**config.mk**
```make
export PLATFORM = sky130hd
export DESIGN_NAME = sar_search_flat
export DESIGN_NICKNAME = d
export VERILOG_FILES = /design/src/rtl/sar_search_if.sv /design/src/rtl/sar_search.sv /design/src/flat_wrapper.sv
export SDC_FILE = /design/constraint.sdc
export NUM_CORES = 1
export LEC_CHECK = 0
export CAP_MARGIN = 10
export CORE_UTILIZATION = 35
export CTS_CLUSTER_DIAMETER = 200
export DETAILED_ROUTE_END_ITERATION = 10
export PLACE_DENSITY_LB_ADDON = 0.08
export SKIP_LAST_GASP = 1
export SLEW_MARGIN = 0
export SYNTH_ARGS = -nofsm -noshare
export SYNTH_HDL_FRONTEND = slang
export SYNTH_SLANG_ARGS = --single-unit
```
**constraint.sdc**
```tcl
create_clock -name clk -period 1.7 [get_ports clk]
set_clock_uncertainty 0.05 [all_clocks]
set_input_delay 0.17 -clock clk [delete_from_list [all_inputs] [get_ports clk]]
set_output_delay 0.17 -clock clk [all_outputs]
set_load 0.01 [all_outputs]
```
**src/rtl/sar_search_if.sv**
```systemverilog
// Trial/flag/result bundle between the SAR search controller (master) and the
// comparator plus result consumer (slave).
interface sar_search_if #(
    parameter int N = 8
);
    logic         start;
    logic [N-1:0] trial;
    logic         cmp_lesser;
    logic         cmp_greater;
    logic         cmp_equal;
    logic         busy;
    logic         done;
    logic [N-1:0] result;
    logic         found;
    logic         err;

    modport master (
        input  start, cmp_lesser, cmp_greater, cmp_equal,
        output trial, busy, done, result, found, err
    );

    modport slave (
        output start, cmp_lesser, cmp_greater, cmp_equal,
        input  trial, busy, done, result, found, err
    );
endinterface

```
**src/rtl/sar_search.sv**
```systemverilog
// Successive-approximation search controller: resolves one bit per cycle, MSB
// first, against an external comparator's lesser/greater/equal flags.
//
// state  | meaning
// IDLE   | waiting for start; trial/result/found/err hold
// SEARCH | trial on comparator, flags sampled each cycle
// DONE   | one-cycle done pulse, outputs valid
module sar_search #(
    parameter int N = 8
) (
    input  logic        clk,
    input  logic        rst_n,
    sar_search_if.master bus
);
    localparam int KW = (N > 1) ? $clog2(N) : 1;

    typedef enum logic [1:0] {IDLE, SEARCH, DONE} state_t;

    state_t        state, state_n;
    logic [N-1:0]  trial, trial_n;
    logic [N-1:0]  result, result_n;
    logic [KW-1:0] k, k_n;
    logic          found, found_n;
    logic          err, err_n;
    logic [2:0]    flags;
    logic [N-1:0]  bit_k, bit_km1;

    assign flags   = {bus.cmp_lesser, bus.cmp_greater, bus.cmp_equal};
    assign bit_k   = N'(1) << k;
    assign bit_km1 = (k == '0) ? '0 : (N'(1) << (k - KW'(1)));

    always_ff @(posedge clk or negedge rst_n) begin
        if (!rst_n) begin
            state  <= IDLE;
            trial  <= '0;
            result <= '0;
            k      <= '0;
            found  <= 1'b0;
            err    <= 1'b0;
        end else begin
            state  <= state_n;
            trial  <= trial_n;
            result <= result_n;
            k      <= k_n;
            found  <= found_n;
            err    <= err_n;
        end
    end

    always_comb begin
        state_n  = state;
        trial_n  = trial;
        result_n = result;
        k_n      = k;
        found_n  = found;
        err_n    = err;
        case (state)
            IDLE: begin
                if (bus.start) begin
                    trial_n = N'(1) << (N - 1);
                    k_n     = KW'(N - 1);
                    found_n = 1'b0;
                    err_n   = 1'b0;
                    state_n = SEARCH;
                end
            end
            SEARCH: begin
                if (!$onehot(flags)) begin
                    err_n    = 1'b1;
                    found_n  = 1'b0;
                    result_n = trial;
                    state_n  = DONE;
                end else if (bus.cmp_equal) begin
                    result_n = trial;
                    found_n  = 1'b1;
                    state_n  = DONE;
                end else if (k == '0) begin
                    // last bit: keep it only if the trial was still below target
                    result_n = bus.cmp_lesser ? trial : (trial & ~N'(1));
                    found_n  = 1'b0;
                    state_n  = DONE;
                end else begin
                    trial_n = bus.cmp_lesser ? (trial | bit_km1)
                                             : ((trial & ~bit_k) | bit_km1);
                    k_n     = k - KW'(1);
                end
            end
            DONE: begin
                state_n = IDLE;
            end
            default: begin
                state_n = IDLE;
            end
        endcase
    end

    assign bus.trial  = trial;
    assign bus.result = result;
    assign bus.found  = found;
    assign bus.err    = err;
    assign bus.busy   = (state != IDLE);
    assign bus.done   = (state == DONE);
endmodule

```
**src/flat_wrapper.sv**
```systemverilog
// flat-port wrapper written by rule: the top's interface ports become plain ports
module sar_search_flat 
#(
    parameter int N = 8
)
  (clk, rst_n, bus_start, bus_cmp_lesser, bus_cmp_greater, bus_cmp_equal, bus_trial, bus_busy, bus_done, bus_result, bus_found, bus_err);
  sar_search_if #(.N(N)) bus_i ();
  input  logic clk;
  input  logic rst_n;
  input wire logic [$bits(bus_i.start)-1:0] bus_start;
  input wire logic [$bits(bus_i.cmp_lesser)-1:0] bus_cmp_lesser;
  input wire logic [$bits(bus_i.cmp_greater)-1:0] bus_cmp_greater;
  input wire logic [$bits(bus_i.cmp_equal)-1:0] bus_cmp_equal;
  output wire logic [$bits(bus_i.trial)-1:0] bus_trial;
  output wire logic [$bits(bus_i.busy)-1:0] bus_busy;
  output wire logic [$bits(bus_i.done)-1:0] bus_done;
  output wire logic [$bits(bus_i.result)-1:0] bus_result;
  output wire logic [$bits(bus_i.found)-1:0] bus_found;
  output wire logic [$bits(bus_i.err)-1:0] bus_err;
  assign bus_i.start = bus_start;
  assign bus_i.cmp_lesser = bus_cmp_lesser;
  assign bus_i.cmp_greater = bus_cmp_greater;
  assign bus_i.cmp_equal = bus_cmp_equal;
  assign bus_trial = bus_i.trial;
  assign bus_busy = bus_i.busy;
  assign bus_done = bus_i.done;
  assign bus_result = bus_i.result;
  assign bus_found = bus_i.found;
  assign bus_err = bus_i.err;
  sar_search #(.N(N)) u_core (.clk(clk), .rst_n(rst_n), .bus(bus_i));
endmodule
```
; ---- Yosys cells after proc, flatten, opt, wreduce, memory -nomap -nowiden
; Cells that the tools add are included.
[word_totals]
reg_bits = 23
out_inout_bits = 20
wordCells = 62
[op_classes]
add_sub_neg = 3
eq_ne = 10
n_shift = 2
n_mux = 28
bitwise_logic = 4
reduce_logical = 9
[op_table]
columns = cell, count
row1 = $mux 8, 9
row2 = $or 8x8->8, 2
row3 = $pmux 8 s2, 1
row4 = $shl 1x3->8 const A, 2
row5 = $mux 3, 4
row6 = $and 8x8->8, 1
row7 = $mux 2, 4
row8 = $ne 2x2->1 const B, 4
row9 = $not 8->8, 1
row10 = $mux 1, 6
row11 = $pmux 3 s2, 1
row12 = $reduce_and 3->1, 2
row13 = $reduce_and 5->1, 1
row14 = $eq 2x1->1 const B, 2
row15 = $ne 4x4->1 const B, 1
row16 = $pmux 1 s2, 2
row17 = $pmux 2 s2, 1
row18 = $reduce_and 2->1, 2
row19 = $reduce_bool 2->1, 2
row20 = $logic_not 3->1, 1
row21 = $ne 3x3->1 const B, 1
row22 = $sub 3x1->3 const B, 1
row23 = $add 1x1->2, 1
row24 = $add 2x1->2, 1
row25 = 3 further kinds, 3

; ---- Depth between registers and ports, before layout
; Gate-level depths: netlist (run 1).
[logic_depth]
word_depth = 9
ltp_mapped = 7

; ---- Worst setup path before layout (run 1)
; No wires, ideal clock.
[synth_path]
path_kind = input-to-reg
start = in bus_cmp_equal
end = reg u_core.result[2], in the netlist u_core.bus.result[2]
setup_ns = 0.125
t_arrival_ns = 1.812
setup_slack_ns = -0.287
stages = 6
path_buffers = 2
cell_sequence = fa_1 -> or3b_1 -> buf_6 -> o21a_1 -> buf_6 -> mux2_4
[synth_between]
elab_chain_cells = 5
word_cells_on_any_way = 7
cone_classes = 2 x add/sub / 2 x eq/ne / 2 x mux / 1 x reduce/logical
[synth_lines]
columns = item, line
row1 = start: declaration, flat_wrapper.sv:13  ; input wire logic [$bits(bus_i.cmp_equal)-1:0] bus_cmp_equal;
row2 = $add 1x1->2 (implied by the code), sar_search.sv:68  ; if (!$onehot(flags)) begin
row3 = $add 2x1->2 (implied by the code), sar_search.sv:68
row4 = $eq 2x1->1, sar_search.sv:68
row5 = $ne 3x3->1 (no line), -
row6 = $reduce_and 2->1 (no line), -
row7 = end signal: assignment, sar_search.sv:43  ; result <= result_n;
row8 = end: declaration, sar_search.sv:21  ; logic [N-1:0] result, result_n;
; Several ways; a longest one is shown, not always the timed one.
; A chain may end at the register's enable or synchronous reset.

; ---- Worst setup path in the final report (run 1)
[layout_path]
start = in bus_cmp_equal
end = reg u_core.trial[7], in the netlist u_core.bus.trial[7]
[layout_between]
elab_chain_cells = 5
word_cells_on_any_way = 6
cone_classes = 2 x add/sub / 3 x eq/ne / 1 x reduce/logical
[layout_lines]
columns = item, line
row1 = $add 1x1->2 (implied by the code), sar_search.sv:68
row2 = $add 2x1->2 (implied by the code), sar_search.sv:68
row3 = $eq 2x1->1, sar_search.sv:68
row4 = $ne 2x1->1 (no line), -
row5 = $reduce_and 5->1 (no line) *, -
row6 = end signal: assignment, sar_search.sv:42  ; trial <= trial_n;
row7 = end: declaration, sar_search.sv:20  ; logic [N-1:0] trial, trial_n;
; Mark *: on every way between the ends. The rest lies on a longest branch, timed or not.

==> implementation parameters, run 1 <==
Parameter                              Value

Outcome
  Outcome    complete, but fails checks
  Violations in the final reports    negative setup slack

Job
  Max Cap Viol    0

Detailed routing
  Count of TritonRoute iterations in the first routing pass    5
  Average wire per standard cell    around 14 um
  Detailed route wirelength on metal2    1.34 mm
  Met3 Routed Length    124 um
  Met1 wire length    around 1.4 mm
  Top layer used by detailed routing    met4
  DRT antenna net count    0
  Total Routed Length    about 2.9 mm
  Overall via count from detail_route    1006
  Detailed-route vias per instance    4.86
  Starting DRC count in detailed routing    52
  Detailed-route DRC error count    0

Synthesis
  Synthesized netlist cell count    around 110
  Synthesized area per cell    10.6 sq um
  Cell area after synthesis    ~1200 sq um
  Fraction of synthesized cell area taken by the top area cell type    47.9%
  Net count after synthesis    roughly 130
  Fraction of the mapped netlist area in adder cells    6.88%
  Sequential-to-total area share from yosys stat    47.9%
  #FFs+latches synth    23
  Count of distinct cell types in the synthesized netlist    35
  Count of synthesis-stage warnings from yosys    0
  Synth Area in Compound Gates    15.4%
  Simple-gate area share of the yosys netlist    between 10 and 15%
  Multiplexer area fraction after synthesis    around 8.4%
  Main combinational cell family by area after synthesis    compound AO/OA/AOI/OAI gates
  XOR/XNOR Fraction of Synth Area    0.729%
  Leading post-synthesis cells by cell area    sky130_fd_sc_hd__dfrtp_1 48%, sky130_fd_sc_hd__mux2_4 7.5%, sky130_fd_sc_hd__ha_1 5.2%
  Cell type with the highest aggregate area in the netlist    sky130_fd_sc_hd__dfrtp_1

Setup path
  Top fanout value on the critical path    6
  Worst reg2reg path endpoint    u_core.bus.trial[7]$_DFFE_PN0P_
  Reg2reg path depth    8
  Startpoint types    primary input
  Startpoint of the most critical register-to-register path    u_core.k[1]$_DFFE_PN0P_
  Worst Setup End Kind    register
  Slack of the worst reg-to-reg path    -50 ps
  Worst Path Class, Setup    primary input to register
  Required time of the critical path    1870 ps
  Data arrival at the endpoint of the critical path    ~2000 ps

GRT
  Vias in the first global route    between 900 and 1000
  Initial antenna violation count    0
  Largest net degree at the start of global routing    24
  Wire length of the first global-routing pass    4.60 mm
  Overflow left after global routing    0
  GRT Util Overall    between 15 and 20%

Timing
  Final critical-path required period    about 1800 ps
  Final hold violations    0
  Tightest Pin Transition    a little over 300 ps
  Max Transition Viols Final    0
  Final clock period utilization by the worst path    106%
  Final worst setup slack    -109 ps
  Highest Clock Rate    553 MHz
  Setup repair after global routing missed its margin    yes
  Worst slew slack as a fraction of its limit    between 70 and 80%
  Aggregate negative setup slack    -494 ps
  Final setup vio count    12

Floorplanning
  Area of the core region    approximately 3200 sq um
  Count of standard-cell rows    20
  IO Count    26
  Total Die Area    ~3700 sq um
  Initial Utilization    38.1%
  DIE HEIGHT    60.6 um
  Die outline width    slightly above 60 um

Clock network
  Num CTS Buffers    3
  Clock latency on the worst-skew pair    330 ps
  Clock Sinks    23
  Clock buffer depth    2
  Clock tree from TritonCTS    yes
  CTS clk-pin slew, worst paths    about 130 ps
  CTS H-tree lvls    1
  Clock Root Buffer    sky130_fd_sc_hd__clkbuf_4

Power and ir drop
  P per Cell Area    913 nW/um^2
  Clk network pwr share    approximately 16%
  Cell Int Power    1100 uW
  Highest ir drop seen on vdd    0.000372 V
  Reported net switching power    between 500 and 600 uW
  Switching portion of total power    32.4%
  Combinational share of power    roughly 43%
  P_leak    0.000800 uW
  Part of the total power dissipated in sequential elements    roughly 40%

Place
  Buffers on Ports    25
  HPWL after detailed placement    between 2 and 2.5 mm
  GPL Wtd Cong    0.853
  Standard cell area after detailed placement    ~1600 sq um

Layout
  Proportion of layout cells with a drive suffix above 1    between 30 and 40%
  Synthesis-to-layout area growth    48.3%
  Post-layout instance area    roughly 1800 sq um
  Count of inserted antenna diode cells    0
  Layout filler cell count    roughly 300
  Number of nets in the finished design    between 150 and 200

Worst hold path
  Worst min-delay path class    primary input to async pin
==> worst max-delay path by stage <==
| stage | start | endpoint | slack, ps | depth (start not counted) |
|---|---|---|---|---|
| floorplan | bus_cmp_equal | u_core.bus.result[2]$_DFFE_PN0P_ | -270 | 6 |
| global placement | bus_cmp_equal | u_core.k[1]$_DFFE_PN0P_ | -760 | 8 |
| detailed placement | bus_cmp_equal | u_core.k[1]$_DFFE_PN0P_ | -830 | 8 |
| CTS | bus_cmp_equal | u_core.bus.trial[7]$_DFFE_PN0P_ | -140 | 8 |
| global route | bus_cmp_equal | u_core.bus.trial[7]$_DFFE_PN0P_ | -120 | 8 |
| finish | bus_cmp_equal | u_core.bus.trial[7]$_DFFE_PN0P_ | -110 | 8 |
==> cell type report <==
class / instances / area, sq um / area share (%)
sequential: 23 / 576 / 32.3
tap: 44 / 55.1 / 3.09
clock buffer: 3 / 22.5 / 1.26
clock inverter: 1 / 5.00 / 0.281
inverter: 6 / 27.5 / 1.54
timing repair buffer: 52 / 480 / 27.0
multi-input combinational: 78 / 616 / 34.6
==> metal layers <==
metal  vias up  GRT usage (%)
met5         -              0
met4         0           7.79
met3         5           2.77
met2        27           27.3
met1       484           23.7
li1        490              -
==> through the flow <==
| stage | hold slack [ps] | cells | total power, uW | worst slack, ps | utilization [%] |
|---|---|---|---|---|---|
| floorplan | -176 | 113 | 973 | -271 | - |
| global placement | 420 | 195 | 1270 | -759 | 51.5 |
| detailed placement | 435 | 195 | 1280 | -831 | 51.5 |
| CTS | 129 | 205 | 1590 | -142 | 54.3 |
| global route | 154 | 207 | 1720 | -119 | 56.5 |
| finish | 127 | 207 | 1630 | -109 | 56.5 |
==> cells in the mapped netlist <==
library cell and instances:
sky130_fd_sc_hd__dfrtp_1 23, sky130_fd_sc_hd__nand2_1 11, sky130_fd_sc_hd__o21ai_0 11, sky130_fd_sc_hd__a21oi_1 10, sky130_fd_sc_hd__mux2_4 6, sky130_fd_sc_hd__ha_1 5, sky130_fd_sc_hd__inv_1 5, sky130_fd_sc_hd__nor2_1 4
sky130_fd_sc_hd__nor2b_1 4, sky130_fd_sc_hd__and3_1 3, sky130_fd_sc_hd__buf_6 2, sky130_fd_sc_hd__clkbuf_1 2, sky130_fd_sc_hd__nand2b_1 2, sky130_fd_sc_hd__nand3_1 2, sky130_fd_sc_hd__nor3_1 2, sky130_fd_sc_hd__o22ai_1 2
sky130_fd_sc_hd__a221oi_1 1, sky130_fd_sc_hd__and2b_1 1, sky130_fd_sc_hd__buf_2 1, sky130_fd_sc_hd__buf_4 1, sky130_fd_sc_hd__clkinv_4 1, sky130_fd_sc_hd__fa_1 1, sky130_fd_sc_hd__mux2_2 1, sky130_fd_sc_hd__nand3b_1 1
sky130_fd_sc_hd__nor4_1 1, sky130_fd_sc_hd__o211ai_1 1, sky130_fd_sc_hd__o21a_1 1, sky130_fd_sc_hd__o21ai_2 1, sky130_fd_sc_hd__o311ai_0 1, sky130_fd_sc_hd__o31a_4 1, sky130_fd_sc_hd__o41ai_1 1, sky130_fd_sc_hd__or2_2 1
sky130_fd_sc_hd__or3b_1 1, sky130_fd_sc_hd__or3b_2 1, sky130_fd_sc_hd__xnor2_1 1
==> critical path, stage by stage <==
cell and delay, ps:
sky130_fd_sc_hd__buf_6 100, sky130_fd_sc_hd__fa_1 550, sky130_fd_sc_hd__or3b_4 390, sky130_fd_sc_hd__buf_6 130, sky130_fd_sc_hd__o31a_4 320, sky130_fd_sc_hd__buf_6 140
sky130_fd_sc_hd__o21ai_1 110, sky130_fd_sc_hd__o21ai_1 70
==> logic make-up (layout without fill, tap and decap cells) <==
family | count (synthesis) | count (layout)
adders and majority gates | 6 | 6
AOI/OAI and AO/OA | 30 | 30
buffers and inverters | 12 | 62
DFF | 23 | 23
muxes | 7 | 7
xor gates and xnor gates | 1 | 1
and+or+nand+nor | 34 | 34
==> cells in the final DEF, fill, tap and decap left out, types with 2 or more instances in the layout <==
cell type,Yosys,routed
sky130_fd_sc_hd__a21oi_1,10,8
sky130_fd_sc_hd__a21oi_2,0,2
sky130_fd_sc_hd__and3_1,3,2
sky130_fd_sc_hd__buf_2,1,2
sky130_fd_sc_hd__buf_4,1,23
sky130_fd_sc_hd__buf_6,2,3
sky130_fd_sc_hd__clkbuf_4,0,3
sky130_fd_sc_hd__clkdlybuf4s50_1,0,21
sky130_fd_sc_hd__dfrtp_1,23,23
sky130_fd_sc_hd__ha_1,5,4
sky130_fd_sc_hd__inv_1,5,5
sky130_fd_sc_hd__mux2_4,6,6
sky130_fd_sc_hd__nand2_1,11,11
sky130_fd_sc_hd__nand2b_1,2,2
sky130_fd_sc_hd__nand3_1,2,2
sky130_fd_sc_hd__nor2_1,4,3
sky130_fd_sc_hd__nor2b_1,4,3
sky130_fd_sc_hd__o21ai_0,11,3
sky130_fd_sc_hd__o21ai_1,0,6
sky130_fd_sc_hd__o21ai_2,1,3
sky130_fd_sc_hd__o22ai_1,2,2
==> power by group through the flow <==
stage / clock network (uW) / registers, uW / logic (uW)
finish: 264 / 669 / 693
floorplan: 0 / 702 / 272
global route: 296 / 678 / 746
detailed placement: 0 / 683 / 598
global placement: 0 / 680 / 592
CTS: 281 / 671 / 643
==> flip-flops by register name, indices dropped and copies added (netlist names) <==
| name | count |
|---|---|
| u_core.bus.err | 1 |
| u_core.bus.found | 1 |
| u_core.bus.result | 8 |
| u_core.bus.trial | 8 |
| u_core.k | 3 |
| u_core.state | 2 |
==> what timing repair did <==
| item | in CTS | in global routing |
|---|---|---|
| buffers inserted | 6 | 1 |
| endpoints found under the setup margin | 23 | 19 |
| cloned | 0 | 1 |
| hold buffers | 0 | 0 |
| pin swaps | 6 | 3 |
| resized for setup | 24 | 9 |
No activity file was read; power rests on OpenSTA's default activity.
==> inputs of run 2 (changes only) <==
- GPL_TIMING_DRIVEN: not set -> 0
==> run 2 against run 1 <==
  * The flow still finishes with violations (negative setup slack)
  * Combinational power shrank 10%
  * Hold slack worse by 67 ps
  * Via count decreased by 3.6%
  * Register-to-register slack gained 80 ps
==> implementation parameters, run 2 (synthesis gave the netlist of run 1 again) <==
Parameter                              Value

Outcome
  Outcome    complete, but fails checks
  Violations in the final reports    negative setup slack

Setup path
  Worst reg2reg path endpoint    u_core.bus.result[4]$_DFFE_PN0P_
  Reg2reg path depth    6
  Data arrival at the endpoint of the critical path    1910 ps
  Slack of the worst reg-to-reg path    roughly 30 ps
  Family with the most delay on the worst path    adder cells
  Startpoint of the most critical register-to-register path    u_core.k[1]$_DFFE_PN0P_
  Critical path buffer and inverter count    2
  Worst Setup End Kind    register
  Top fanout value on the critical path    7
  Worst Path Class, Setup    primary input to register
  Max stage delay cell, worst path    sky130_fd_sc_hd__fa_1
  Startpoint types    primary input
  Required time of the critical path    ~1900 ps
  Maximum single-stage delay on the critical path    550 ps
  CP cell instances    buf_6, fa_1, or3b_4, o21a_4, buf_8, mux2_4

Power and ir drop
  Highest ir drop seen on vdd    0.000353 V
  P_leak    0.000755 uW
  Power Total    about 1600 uW
  P per Cell Area    about 930 nW/um^2

Floorplanning
  Die outline width    60.6 um
  IO Count    26
  DIE HEIGHT    approximately 61 um
  Total Die Area    around 3700 sq um
  Area of the core region    ~3200 sq um
  Count of standard-cell rows    20
  Initial Utilization    around two fifths

Clock network
  Clock buffer depth    2
  Clock tree from TritonCTS    yes
  Hold-fix buffers, CTS    0
  Num CTS Buffers    3
  Clock Root Buffer    sky130_fd_sc_hd__clkbuf_4
  CTS H-tree lvls    1
  Clock Sinks    23
  CTS clk-pin slew, worst paths    roughly 130 ps
  Clock latency on the worst-skew pair    ~310 ps

Timing
  Setup repair after global routing missed its margin    yes
  Worst slew slack as a fraction of its limit    a little under 30%
  Final setup vio count    7
  Final clock period utilization by the worst path    103%
  Aggregate negative setup slack    -287 ps
  Final hold violations    0
  Tightest Pin Transition    between 1000 and 1500 ps
  Final critical-path required period    ~1800 ps
  Final worst setup slack    -56.3 ps
  Max Transition Viols Final    0
  Highest Clock Rate    roughly 570 MHz

Worst hold path
  Hold path start    bus_cmp_equal
  Worst min-delay path class    primary input to register
  Sink of the worst hold path    u_core.bus.found$_DFFE_PN0P_
  Worst hold stages    3

GRT
  Wire length of the first global-routing pass    about 4.5 mm
  Largest net degree at the start of global routing    24
  Vias in the first global route    between 900 and 1000
  Initial antenna violation count    0
  Overflow left after global routing    0
  GRT Util Overall    16.8%

Layout
  Number of nets in the finished design    165
  Proportion of layout cells with a drive suffix above 1    about 29%
  Non-filler cells in the finished layout    between 150 and 200
  Registers with the most flip-flops    u_core.bus.result (8), u_core.bus.trial (8), u_core.k (3)
  Synthesis-to-layout area growth    38.9%
  Count of inserted antenna diode cells    0
  Commonest cells after routing, fill and taps aside    23 x sky130_fd_sc_hd__dfrtp_1, 20 x sky130_fd_sc_hd__clkdlybuf4s50_1, 13 x sky130_fd_sc_hd__buf_4
  Most common cell after layout, fill and taps aside    sky130_fd_sc_hd__dfrtp_1

Place
  Worst-case setup slack after placement    -869 ps
  Total placed cells including tap cells    182
  HPWL after detailed placement    about 1.8 mm
  GPL Wtd Cong    approximately 0.83
  Buffers on Ports    25

Detailed routing
  Overall via count from detail_route    between 900 and 1000
  Average wire per standard cell    around 14 um
  Total Routed Length    roughly 2.8 mm
  DRT antenna net count    0
  Count of TritonRoute iterations in the first routing pass    4
  Starting DRC count in detailed routing    32
  Detailed-route DRC error count    0
  Detailed-route vias per instance    4.95

Job
  Max Cap Viol    0
[run 2: cell types whose count changed in the layout (fill, tap and decap cells not counted), sizes merged]
cell and delta:
buf -10, clkbuf -1, clkdlybuf4s50 -1, dlymetal6s2s +1
[run 2: power by group]
group	internal (uW)	switching, uW	leakage [uW]
registers	620	49.6	0.000295
clock network	87.9	171	0.0000177
logic	338	284	0.000443
[run 2: cell type report]
cell class / instances / area (sq um)
Buffer: 3 / 27.5
Clock buffer: 3 / 22.5
Clock inverter: 1 / 5.00
Fill cell: 314 / 1490
Inverter: 6 / 27.5
Multi-Input combinational cell: 78 / 598
Sequential cell: 23 / 576
Tap cell: 44 / 55.1
Timing Repair Buffer: 38 / 357
[run 2: routing by layer]
| layer | GRT usage (%) | part of all wire, % | routed length (um) |
|---|---|---|---|
| met1 | 24.0 | 52 | 1440 |
| met2 | 25.7 | 45 | 1240 |
| met3 | 2.77 | 2.4 | 66 |
| met4 | 5.84 | 0.58 | 16 |
| met5 | 0 | 0 | 0 |
[run 2: metrics by stage]
step	utilization [%]	area, sq um	hold slack, ps
global placement	47.9	1510	420
finish	52.9	1670	59.9
global route	52.9	1670	52.5
detailed placement	47.9	1510	432
CTS	50.7	1600	48.4
floorplan	-	1200	-176
[run 2: timing repair]
item                       4_1_cts  5_1_grt
setup buffers                    4        9
cloned                           1        0
gates resized for setup         27        6
pin swaps                        3        3
setup endpoints to repair       23       19
[run 2: worst max-delay path by stage]
stage	startpoint	to	slack, ps	depth (start not counted)
6_report	bus_cmp_equal	u_core.bus.result[4]$_DFFE_PN0P_	-60	6
5_1_grt	bus_cmp_equal	u_core.bus.result[3]$_DFFE_PN0P_	-60	6
4_1_cts	bus_cmp_greater	u_core.bus.result[4]$_DFFE_PN0P_	-110	7
3_5_place_dp	bus_cmp_lesser	u_core.bus.result[4]$_DFFE_PN0P_	-870	7
3_3_place_gp	bus_cmp_lesser	u_core.bus.result[6]$_DFFE_PN0P_	-870	7
2_1_floorplan	bus_cmp_equal	u_core.bus.result[2]$_DFFE_PN0P_	-270	6
[run 2: worst register-to-register path: stages, from the launching register on]
cell                      delay, ps
sky130_fd_sc_hd__dfrtp_1        430
sky130_fd_sc_hd__inv_2          120
sky130_fd_sc_hd__ha_4           150
sky130_fd_sc_hd__nor2b_4        210
sky130_fd_sc_hd__o21a_4         190
sky130_fd_sc_hd__buf_8          130
sky130_fd_sc_hd__mux2_4         300
